===== src/rtl/deca_input_debounce.sv =====
// deca_input_debounce
// Two-flop synchronisers, per-channel debounce filters and event pulses for
// the DECA push-buttons (active-low) and slide switches. Keys and switches
// share one channel vector: keys occupy the low N_KEY bits, switches above.
// Key channels also carry a hold timer that emits one long-press pulse per
// press.

module deca_input_debounce #(
    parameter int N_KEY       = 2,
    parameter int N_SW        = 2,
    parameter int DB_CYCLES   = 500000,
    parameter int LONG_CYCLES = 50000000
) (
    input  logic             clk_clk,
    input  logic             reset_reset,
    input  logic [N_KEY-1:0] key_n_raw,
    input  logic [N_SW-1:0]  sw_raw,
    output logic [N_KEY-1:0] key_db,
    output logic [N_SW-1:0]  sw_db,
    output logic [N_KEY-1:0] key_press,
    output logic [N_KEY-1:0] key_release,
    output logic [N_KEY-1:0] key_long,
    output logic [N_SW-1:0]  sw_change
);

    localparam int N_CH   = N_KEY + N_SW;
    localparam int DB_W   = $clog2(DB_CYCLES);
    localparam int HOLD_W = $clog2(LONG_CYCLES + 1);

    localparam logic [DB_W-1:0]   DB_LAST   = DB_W'(DB_CYCLES - 1);
    localparam logic [HOLD_W-1:0] LONG_LAST = HOLD_W'(LONG_CYCLES - 1);
    // Keys idle high (released), switches idle low.
    localparam logic [N_CH-1:0]   CH_INIT   = {{N_SW{1'b0}}, {N_KEY{1'b1}}};

    logic [N_CH-1:0]              raw_s;
    logic [N_CH-1:0]              sync1_r;
    logic [N_CH-1:0]              sync2_r;
    logic [N_CH-1:0]              db_r;
    logic [N_CH-1:0]              db_s;
    logic [N_CH-1:0]              ev_s;
    logic [N_CH-1:0][DB_W-1:0]    cnt_r;
    logic [N_CH-1:0][DB_W-1:0]    cnt_s;

    logic [N_KEY-1:0][HOLD_W-1:0] hold_r;
    logic [N_KEY-1:0][HOLD_W-1:0] hold_s;
    logic [N_KEY-1:0]             fired_r;
    logic [N_KEY-1:0]             fired_s;
    logic [N_KEY-1:0]             long_r;
    logic [N_KEY-1:0]             long_s;
    logic [N_KEY-1:0]             press_r;
    logic [N_KEY-1:0]             press_s;
    logic [N_KEY-1:0]             release_r;
    logic [N_KEY-1:0]             release_s;
    logic [N_SW-1:0]              sw_chg_r;

    assign raw_s = {sw_raw, key_n_raw};

    // Two-flop synchroniser for every asynchronous pin.
    always_ff @(posedge clk_clk or posedge reset_reset) begin
        if (reset_reset) begin
            sync1_r <= CH_INIT;
            sync2_r <= CH_INIT;
        end else begin
            sync1_r <= raw_s;
            sync2_r <= sync1_r;
        end
    end

    // Debounce filter: the level only moves after DB_CYCLES consecutive mismatches.
    always_comb begin
        db_s  = db_r;
        cnt_s = cnt_r;
        ev_s  = '0;
        for (int i = 0; i < N_CH; i++) begin
            if (sync2_r[i] == db_r[i]) begin
                cnt_s[i] = '0;
            end else if (cnt_r[i] == DB_LAST) begin
                cnt_s[i] = '0;
                db_s[i]  = sync2_r[i];
                ev_s[i]  = 1'b1;
            end else begin
                cnt_s[i] = cnt_r[i] + DB_W'(1);
            end
        end
    end

    // Split key events by direction of the new level (0 = pressed).
    always_comb begin
        press_s   = ev_s[N_KEY-1:0] & ~db_s[N_KEY-1:0];
        release_s = ev_s[N_KEY-1:0] &  db_s[N_KEY-1:0];
    end

    // Hold timer: counts cycles pressed, fires once, rearms on release.
    always_comb begin
        hold_s  = hold_r;
        fired_s = fired_r;
        long_s  = '0;
        for (int i = 0; i < N_KEY; i++) begin
            if (db_r[i]) begin
                hold_s[i]  = '0;
                fired_s[i] = 1'b0;
            end else if (!fired_r[i]) begin
                hold_s[i] = hold_r[i] + HOLD_W'(1);
                if (hold_r[i] == LONG_LAST) begin
                    fired_s[i] = 1'b1;
                    long_s[i]  = 1'b1;
                end else begin
                    fired_s[i] = 1'b0;
                end
            end else begin
                hold_s[i] = hold_r[i];
            end
        end
    end

    // Filter state, hold timers and registered event pulses.
    always_ff @(posedge clk_clk or posedge reset_reset) begin
        if (reset_reset) begin
            db_r      <= CH_INIT;
            cnt_r     <= '0;
            hold_r    <= '0;
            fired_r   <= '0;
            long_r    <= '0;
            press_r   <= '0;
            release_r <= '0;
            sw_chg_r  <= '0;
        end else begin
            db_r      <= db_s;
            cnt_r     <= cnt_s;
            hold_r    <= hold_s;
            fired_r   <= fired_s;
            long_r    <= long_s;
            press_r   <= press_s;
            release_r <= release_s;
            sw_chg_r  <= ev_s[N_CH-1:N_KEY];
        end
    end

    assign key_db      = db_r[N_KEY-1:0];
    assign sw_db       = db_r[N_CH-1:N_KEY];
    assign key_press   = press_r;
    assign key_release = release_r;
    assign key_long    = long_r;
    assign sw_change   = sw_chg_r;

endmodule


===== config.mk =====
export PLATFORM = sky130hd
export DESIGN_NAME = deca_input_debounce
export DESIGN_NICKNAME = d
export VERILOG_FILES = /design/src/rtl/deca_input_debounce.sv
export SDC_FILE = /design/constraint.sdc
export NUM_CORES = 1
export LEC_CHECK = 0
export BUFFER_PORTS_ARGS = -buffer_cell sky130_fd_sc_hd__clkbuf_2
export CORE_UTILIZATION = 30
export CTS_CLUSTER_DIAMETER = 50
export DETAILED_ROUTE_END_ITERATION = 10
export SYNTH_ARGS = -nofsm -noshare
export SYNTH_HDL_FRONTEND = slang
export SYNTH_SLANG_ARGS = --single-unit
export TNS_END_PERCENT = 100

===== constraint.sdc =====
create_clock -name clk_clk -period 6.6 [get_ports clk_clk]
set_input_delay 0.99 -clock clk_clk [delete_from_list [all_inputs] [get_ports clk_clk]]
set_output_delay 0.99 -clock clk_clk [all_outputs]
set_load 0.02 [all_outputs]

==> impl_summary.txt, run 1 <==
----------------------------------------------------
[Status]
  Run status ... complete, no violations

[Yosys]
  Dominant cell by count in the synthesized netlist ... sky130_fd_sc_hd__dfrtp_1
  Post-Syn Instances ... 745
  Async set-reset flop share out of synthesis ... 100%
  Largest area contributor in the netlist ... sky130_fd_sc_hd__dfrtp_1
  Post-synthesis register bit count ... 150
  Cell area after technology mapping ... 0.00731 mm2
  Number of nets in the synthesized netlist ... 757
  Top post-synthesis cells by area ... sky130_fd_sc_hd__dfrtp_1 49%, sky130_fd_sc_hd__xnor2_1 4.8%, sky130_fd_sc_hd__nor2_1 4.4%, sky130_fd_sc_hd__nand4_1 3.4%, sky130_fd_sc_hd__xor2_1 3.4%
  Post-synth top cells ... 144 x sky130_fd_sc_hd__dfrtp_1, 85 x sky130_fd_sc_hd__nor2_1, 47 x sky130_fd_sc_hd__a21oi_1
  Share of the synthesized area in the top cell type ... 49.3%
  Ys Warns ... 0
  Number of enable-type register cells in the synthesized netlist ... 0
  Ys flop type ... sky130_fd_sc_hd__dfrtp_1
  Register area share after synthesis ... 51.4%
  Yosys cell types ... 39
  Mean instance size in the synthesized netlist ... 9.81 um2

[Route]
  Number of vias after detailed routing ... 5514
  First-pass iteration count of the detailed router ... 5
  Post-route antenna net violation count ... 0
  Post-detailed-route wirelength per cell ... 13.1 um
  Vias per cell ... 5.06
  Total Wirelength ... 14.3 mm
  DRC violations left ... 0
  Iter 0 DRT Violations ... 343

[Timing]
  Unrepaired setup endpoints after global routing ... false
  Final critical delay including setup and external delays ... 2.66 ns
  Final worst path period share ... 40.2%
  Sum Neg Setup Slack ... 0 ns
  Relative max-transition margin ... 37.8%
  Final worst hold slack ... 0.348 ns
  Final Max Tran Viols ... 0
  Maximum frequency from static timing analysis ... 377 MHz
  Hold Violations, Final ... 0
  Final setup vio count ... 0
  Max Clock Skew ... 0.0158 ns
  Actual slew at the worst max-slew pin ... 0.933 ns

[Global routing]
  Number of antenna violations at the first check in global routing ... 0
  Remaining global-route overflow ... 0
  Global router's overall resource usage ... 12.4%
  Via count of the first global-routing pass ... 5283
  First-pass GRT wire length ... 25.1 mm
  Maximum number of pins on one net before global-route repair ... 107

[Pwr]
  PwrDens ... 229 mW/mm2
  IR Drop Worst-Case VDD ... 0.000128 V
  Static power due to leakage ... 3.22 nW

[Setup path]
  Top delay family on crit path ... flip-flops
  Crit path buffers/inverters ... 1
  Highest fanout seen on the critical path ... 38
  Critical path cell sequence ... clkbuf_2
  Category of the most critical setup path ... flip-flop to primary output
  Arrival time at the worst endpoint ... 1.67 ns
  WP data required ... 5.61 ns
  Register-to-register path setup slack ... 4.07 ns
  Critical path endpoint category ... primary output
  Delay of the slowest cell on the worst path ... 0.96 ns
  Worst Setup Start Kind ... flip-flop
  CP max stage cell ... sky130_fd_sc_hd__dfstp_2

[Clocking]
  Maximum clock insertion buffer count ... 2
  TritonCTS Buffers ... 17
  CTS root buf ... sky130_fd_sc_hd__clkbuf_16
  CTS tree ... yes
  Clock transition time at the flip-flop clock pins of the worst setup and hold paths ... 0.06 ns
  Post-cts gate resize count ... 0
  Insertion delay of the later-clocked pin in the worst-skew pair ... 0.42 ns
  Number of buffers added to fix hold violations after cts ... 0
  Post-CTS setup repair buffer count ... 0
  Number of clock sinks seen by CTS ... 150
  Htree depth ... 4

[Floorplanning]
  Starting utilization of the core area ... 30.9%
  Vert. Die Dim ... 158 um
  Top-level port count ... 18
  Placement row count ... 56
  Horizontal extent of the die ... 158 um
  Core area ... 0.0237 mm2
  Floorplan die area ... 0.0250 mm2

[Final layout]
  Area Overhead vs Synth ... 13.4%
  Share of cells above drive strength 1 ... 9.74%
  Number of filler instances in the final layout ... 2464
  Total number of nets in the final design ... 769
  Diode insertion count for antenna repair ... 0
  Core occupancy in the finished layout ... 35.0%

[Hold path]
  Worst min path class ... flip-flop to flip-flop

[Placement]
  Half-perimeter wire length after detailed placement ... 9.26 mm
  Quantity of I/O buffers inserted on ports ... 17
  Final estimated routing congestion in global placement ... 0.783

[Flow run]
  Max Cap Viol ... 0

----------------------------------------------------
[kinds of logic (layout without fill, tap and decap cells)]
group	Yosys count	after routing	synth area share (%)
buf+inv	48	73	2.50
fa+ha+maj	6	6	1.03
simple gates	359	359	27.1
mux	10	10	1.51
flops	150	150	51.4
xor+xnor	68	68	8.15
compound gates	104	104	8.25
[layer usage]
layer / wire, um / track usage [%] / vias up
met5: 0 / 0 / -
met1: 7270 / 16.9 / 2706
met3: 344 / 3.07 / 9
met2: 6570 / 19.4 / 54
met4: 113 / 3.94 / 0
li1: - / - / 2745
[path summary, 6_finish.rpt]
path                                      to        start  cells after the start
worst max-delay path               key_db[0]      db_r[0]                      1
worst min-delay path              sync2_r[2]   sync1_r[2]                      0
worst max register to register    hold_r[23]      db_r[0]                      4
worst min register to register    sync2_r[2]   sync1_r[2]                      0
max in group asynchronous         hold_r[33]  reset_reset                      3
min in group asynchronous       key_press[0]  reset_reset                      2
[sequential cells by signal (all words and copies together), names as in the netlist]
| signal | flops |
|---|---|
| key_release | 2 |
| sw_change | 2 |
| key_long | 2 |
| db_r | 4 |
| fired_r | 2 |
| sync1_r | 4 |
| cnt_r | 76 |
| hold_r | 52 |
| sync2_r | 4 |
| key_press | 2 |
[worst reg2reg max path, delay by kind of cell (launching register included)]
family	cells	cell delay [ns]
AND/OR/NAND/NOR	3	1.35
flip-flops	1	0.96
AO/OA/AOI/OAI	1	0.15
[cells in the final DEF, fill, tap and decap left out, drive strengths merged, types with 24 or more instances in the layout]
cell,netlist,layout
nand2,38,38
o21ai,28,28
xnor2,40,40
nand4,40,40
nand3,40,40
clkbuf,23,38
xor2,28,28
nor2,85,85
or3,30,30
or4,30,30
a21oi,47,47
dfrtp,144,144
o31ai,24,24
[where the power goes]
part	switching [mW]	total [mW]	internal (mW)
clock network	0.401	0.918	0.517
logic	0.0322	0.0427	0.0105
registers	0.00831	0.937	0.929
[layout make-up]
cell class                 instances  area [um2]  share of cell area, %
sequential                       150        3760                   45.4
inverter                          19        76.3                  0.920
timing repair buffer              22         123                   1.48
multi-input combinational        547        3370                   40.7
tap                              319         399                   4.81
clock buffer                      21         470                   5.67
clock inverter                    11        90.1                   1.09
[stage by stage]
step / area [um2] / setup WS [ns] / power (mW) / std cells
finish: 8290 / 3.94 / 1.90 / 1089
CTS: 8290 / 3.91 / 1.93 / 1089
global placement: 7730 / 4.11 / 0.999 / 1057
detailed placement: 7730 / 4.07 / 0.999 / 1057
floorplan: 7310 / 1.58 / 0.982 / 745
global route: 8290 / 3.84 / 1.98 / 1089
Power figures use the tool's default switching activity.
==> run 2, diff against run 1 <==
- clock period: 6.6 -> 2.7 ns (I/O delays scaled with it)
==> run 2 against run 1 <==
Non-clock buffer count is 11 higher. Clock power grew to 2.6 times the previous value. Setup slack got worse by 3.5 ns. Sequential power up 140%. Global-route usage decreased by 0.12 points. Final area rose by 1.9%. Count of clock-buffer cells in the layout down 3. Cell count up 1.0%. Routed wire length is 0.31% lower. Critical path depth up 3. Sequential share of layout area down 0.87 points. Critical path type is now flip-flop to flip-flop. Largest cell class unchanged. Largest power group is now the clock network.
==> impl_summary.txt, run 2 (synthesis gave the netlist of run 1 again) <==
----------------------------------------------------
[Timing]
  Final Max Tran Viols ... 0 (unchanged)
  Hold Violations, Final ... 0 (unchanged)
  Unrepaired setup endpoints after global routing ... false
  Actual slew at the worst max-slew pin ... 0.681 ns (-0.252 ns)
  Relative max-transition margin ... 54.5% (+17 points)
  Final critical delay including setup and external delays ... 2.24 ns
  Final worst hold slack ... 0.0281 ns (-0.320 ns)
  Final worst path period share ... 83.0%
  Final setup vio count ... 0 (unchanged)
  Maximum frequency from static timing analysis ... 446 MHz
  Max Clock Skew ... 0.0108 ns (-0.00500 ns)
  Worst setup margin ... 0.458 ns (-3.49 ns)
  Sum Neg Setup Slack ... 0 ns (unchanged)

[Clocking]
  Number of clock sinks seen by CTS ... 150 (unchanged)
  Post-cts gate resize count ... 0 (unchanged)
  TritonCTS Buffers ... 17 (unchanged)
  CTS root buf ... sky130_fd_sc_hd__clkbuf_16
  Number of buffers added to fix hold violations after cts ... 0 (unchanged)
  Htree depth ... 4 (unchanged)
  CTS tree ... yes
  Insertion delay of the later-clocked pin in the worst-skew pair ... 0.43 ns (about the same)
  Clock transition time at the flip-flop clock pins of the worst setup and hold paths ... 0.07 ns (about the same)
  Post-CTS setup repair buffer count ... 0 (unchanged)
  Maximum clock insertion buffer count ... 2 (unchanged)

[Setup path]
  WP data required ... 3.05 ns (-2.56 ns)
  Highest fanout seen on the critical path ... 19 (-50%)
  Register-to-register path setup slack ... 0.46 ns (-3.61 ns)
  Arrival time at the worst endpoint ... 2.59 ns (+0.92 ns)
  Top delay family on crit path ... simple AND/OR/NAND/NOR gates
  Critical path endpoint category ... flip-flop
  Worst Setup Start Kind ... flip-flop
  Crit path buffers/inverters ... 0 (-1)
  CP max stage cell ... sky130_fd_sc_hd__or4_1
  Category of the most critical setup path ... flip-flop to flip-flop
  Critical path cell sequence ... nand4_1 -> or4_1 -> or4_1 -> a21oi_1
  Delay of the slowest cell on the worst path ... 0.82 ns (-0.14 ns)
  Cell with the most instances on the worst path ... sky130_fd_sc_hd__or4_1

[Route]
  First-pass iteration count of the detailed router ... 4 (-1)
  Iter 0 DRT Violations ... 437 (+27%)
  Wire length on met2 ... 6.48 mm (-1.3%)
  M1 wire length ... 7.19 mm (-1.2%)
  Number of vias after detailed routing ... 5519 (+0.091%)
  Post-detailed-route wirelength per cell ... 13.0 um (-1.3%)
  DRC violations left ... 0 (unchanged)
  Highest routing layer actually used ... met4
  Total Wirelength ... 14.3 mm (-0.31%)
  Vias per cell ... 5.02 (-0.91%)
  Post-route antenna net violation count ... 0 (unchanged)
  Metal3 WL ... 422 um (+23%)

[Hold path]
  Worst min path class ... input pin to asynchronous set/reset pin

[Final layout]
  Number of non-filler instances in the completed layout ... 1100 (+1.0%)
  Biggest register ... cnt_r
  Most common cell after layout, fill and taps aside ... sky130_fd_sc_hd__dfrtp_1
  Core occupancy in the finished layout ... 35.7% (+0.68 points)
  Total number of nets in the final design ... 780 (+1.4%)
  Share of cells above drive strength 1 ... 11.1% (+1.4 points)
  Area Overhead vs Synth ... 15.6%
  Number of filler instances in the final layout ... 2415 (-2.0%)
  Total area of multi-input combinational cells ... 0.00337 mm2 (unchanged)
  Storage element area ... 0.00376 mm2 (unchanged)
  Biggest registers after layout ... cnt_r: 76 flops, hold_r: 52 flops
  Diode insertion count for antenna repair ... 0 (unchanged)
  Number of flip-flops in the largest register ... 76 (unchanged)
  Top library cells by usage in the layout, fill and taps aside ... 144 x sky130_fd_sc_hd__dfrtp_1, 85 x sky130_fd_sc_hd__nor2_1, 47 x sky130_fd_sc_hd__a21oi_1

[Flow run]
  Max Cap Viol ... 0 (unchanged)

[Pwr]
  Static power due to leakage ... 3.31 nW (+2.8%)
  IR Drop Worst-Case VDD ... 0.000406 V (+220%)
  PwrDens ... 570 mW/mm2 (+150%)

[Global routing]
  Global router's overall resource usage ... 12.3% (-0.12 points)
  Via count of the first global-routing pass ... 5159 (-2.3%)
  First-pass GRT wire length ... 24.7 mm (-1.6%)
  Remaining global-route overflow ... 0 (unchanged)
  Number of antenna violations at the first check in global routing ... 0 (unchanged)
  Maximum number of pins on one net before global-route repair ... 43 (-60%)

[Placement]
  Quantity of I/O buffers inserted on ports ... 17 (unchanged)
  Half-perimeter wire length after detailed placement ... 9.51 mm (+2.7%)
  Setup Slack @ Placement ... 0.455 ns (-3.61 ns)
  Final estimated routing congestion in global placement ... 0.782 (-0.13%)
  # placed instances ... 1068 (+1.0%)

[Floorplanning]
  Vert. Die Dim ... 158 um (unchanged)
  Placement row count ... 56 (unchanged)
  Floorplan die area ... 0.0250 mm2 (unchanged)
  Horizontal extent of the die ... 158 um (unchanged)
  Starting utilization of the core area ... 30.9% (unchanged)
  Top-level port count ... 18 (unchanged)
  Core area ... 0.0237 mm2 (unchanged)

[Status]
  Run status ... complete, no violations

----------------------------------------------------
run 2: cell types whose count changed in the layout (fill, tap and decap cells not counted), sizes merged:
| cell | previous run | this run |
|---|---|---|
| buf | 5 | 16 |
| bufinv | 0 | 2 |
| clkbuf | 38 | 35 |
| clkinvlp | 4 | 3 |
| inv | 23 | 25 |
run 2: path summary, 6_finish.rpt:
path	end	startpoint	cells after the start
worst max register to register	hold_r[49]	hold_r[32]	4
max in group asynchronous	cnt_r[52]	reset_reset	3
min in group clk_clk	sync1_r[1]	key_n_raw[1]	1
worst max-delay path	hold_r[49]	hold_r[32]	4
worst min register to register	sync2_r[3]	sync1_r[3]	0
worst min-delay path	hold_r[9]	reset_reset	2
run 2: cell type report:
class	count	share of cell area, %
clock buffer	18	5.20
clock inverter	14	1.94
inverter	19	0.888
multi-input combinational	547	39.9
timing repair buffer	33	2.87
tap	319	4.72
sequential	150	44.5
run 2: power breakdown:
| part | internal (mW) | switching (mW) | total, mW |
|---|---|---|---|
| clock | 1.41 | 0.998 | 2.41 |
| sequential | 2.27 | 0.0206 | 2.29 |
| combinational | 0.0374 | 0.0801 | 0.117 |
| total | 3.72 | 1.10 | 4.82 |
run 2: metrics by stage:
step,power (mW),cell area [um2]
after floorplan,2.40,7310
after global placement,2.45,7850
after detailed placement,2.45,7850
after CTS,4.89,8450
after global routing,5.01,8450
final,4.82,8450
run 2: layer usage:
metal | global-route usage, % | vias to the layer above
met5 | 0 | -
met4 | 4.26 | 0
met3 | 3.53 | 13
met2 | 18.7 | 59
met1 | 16.7 | 2679
li1 | - | 2768
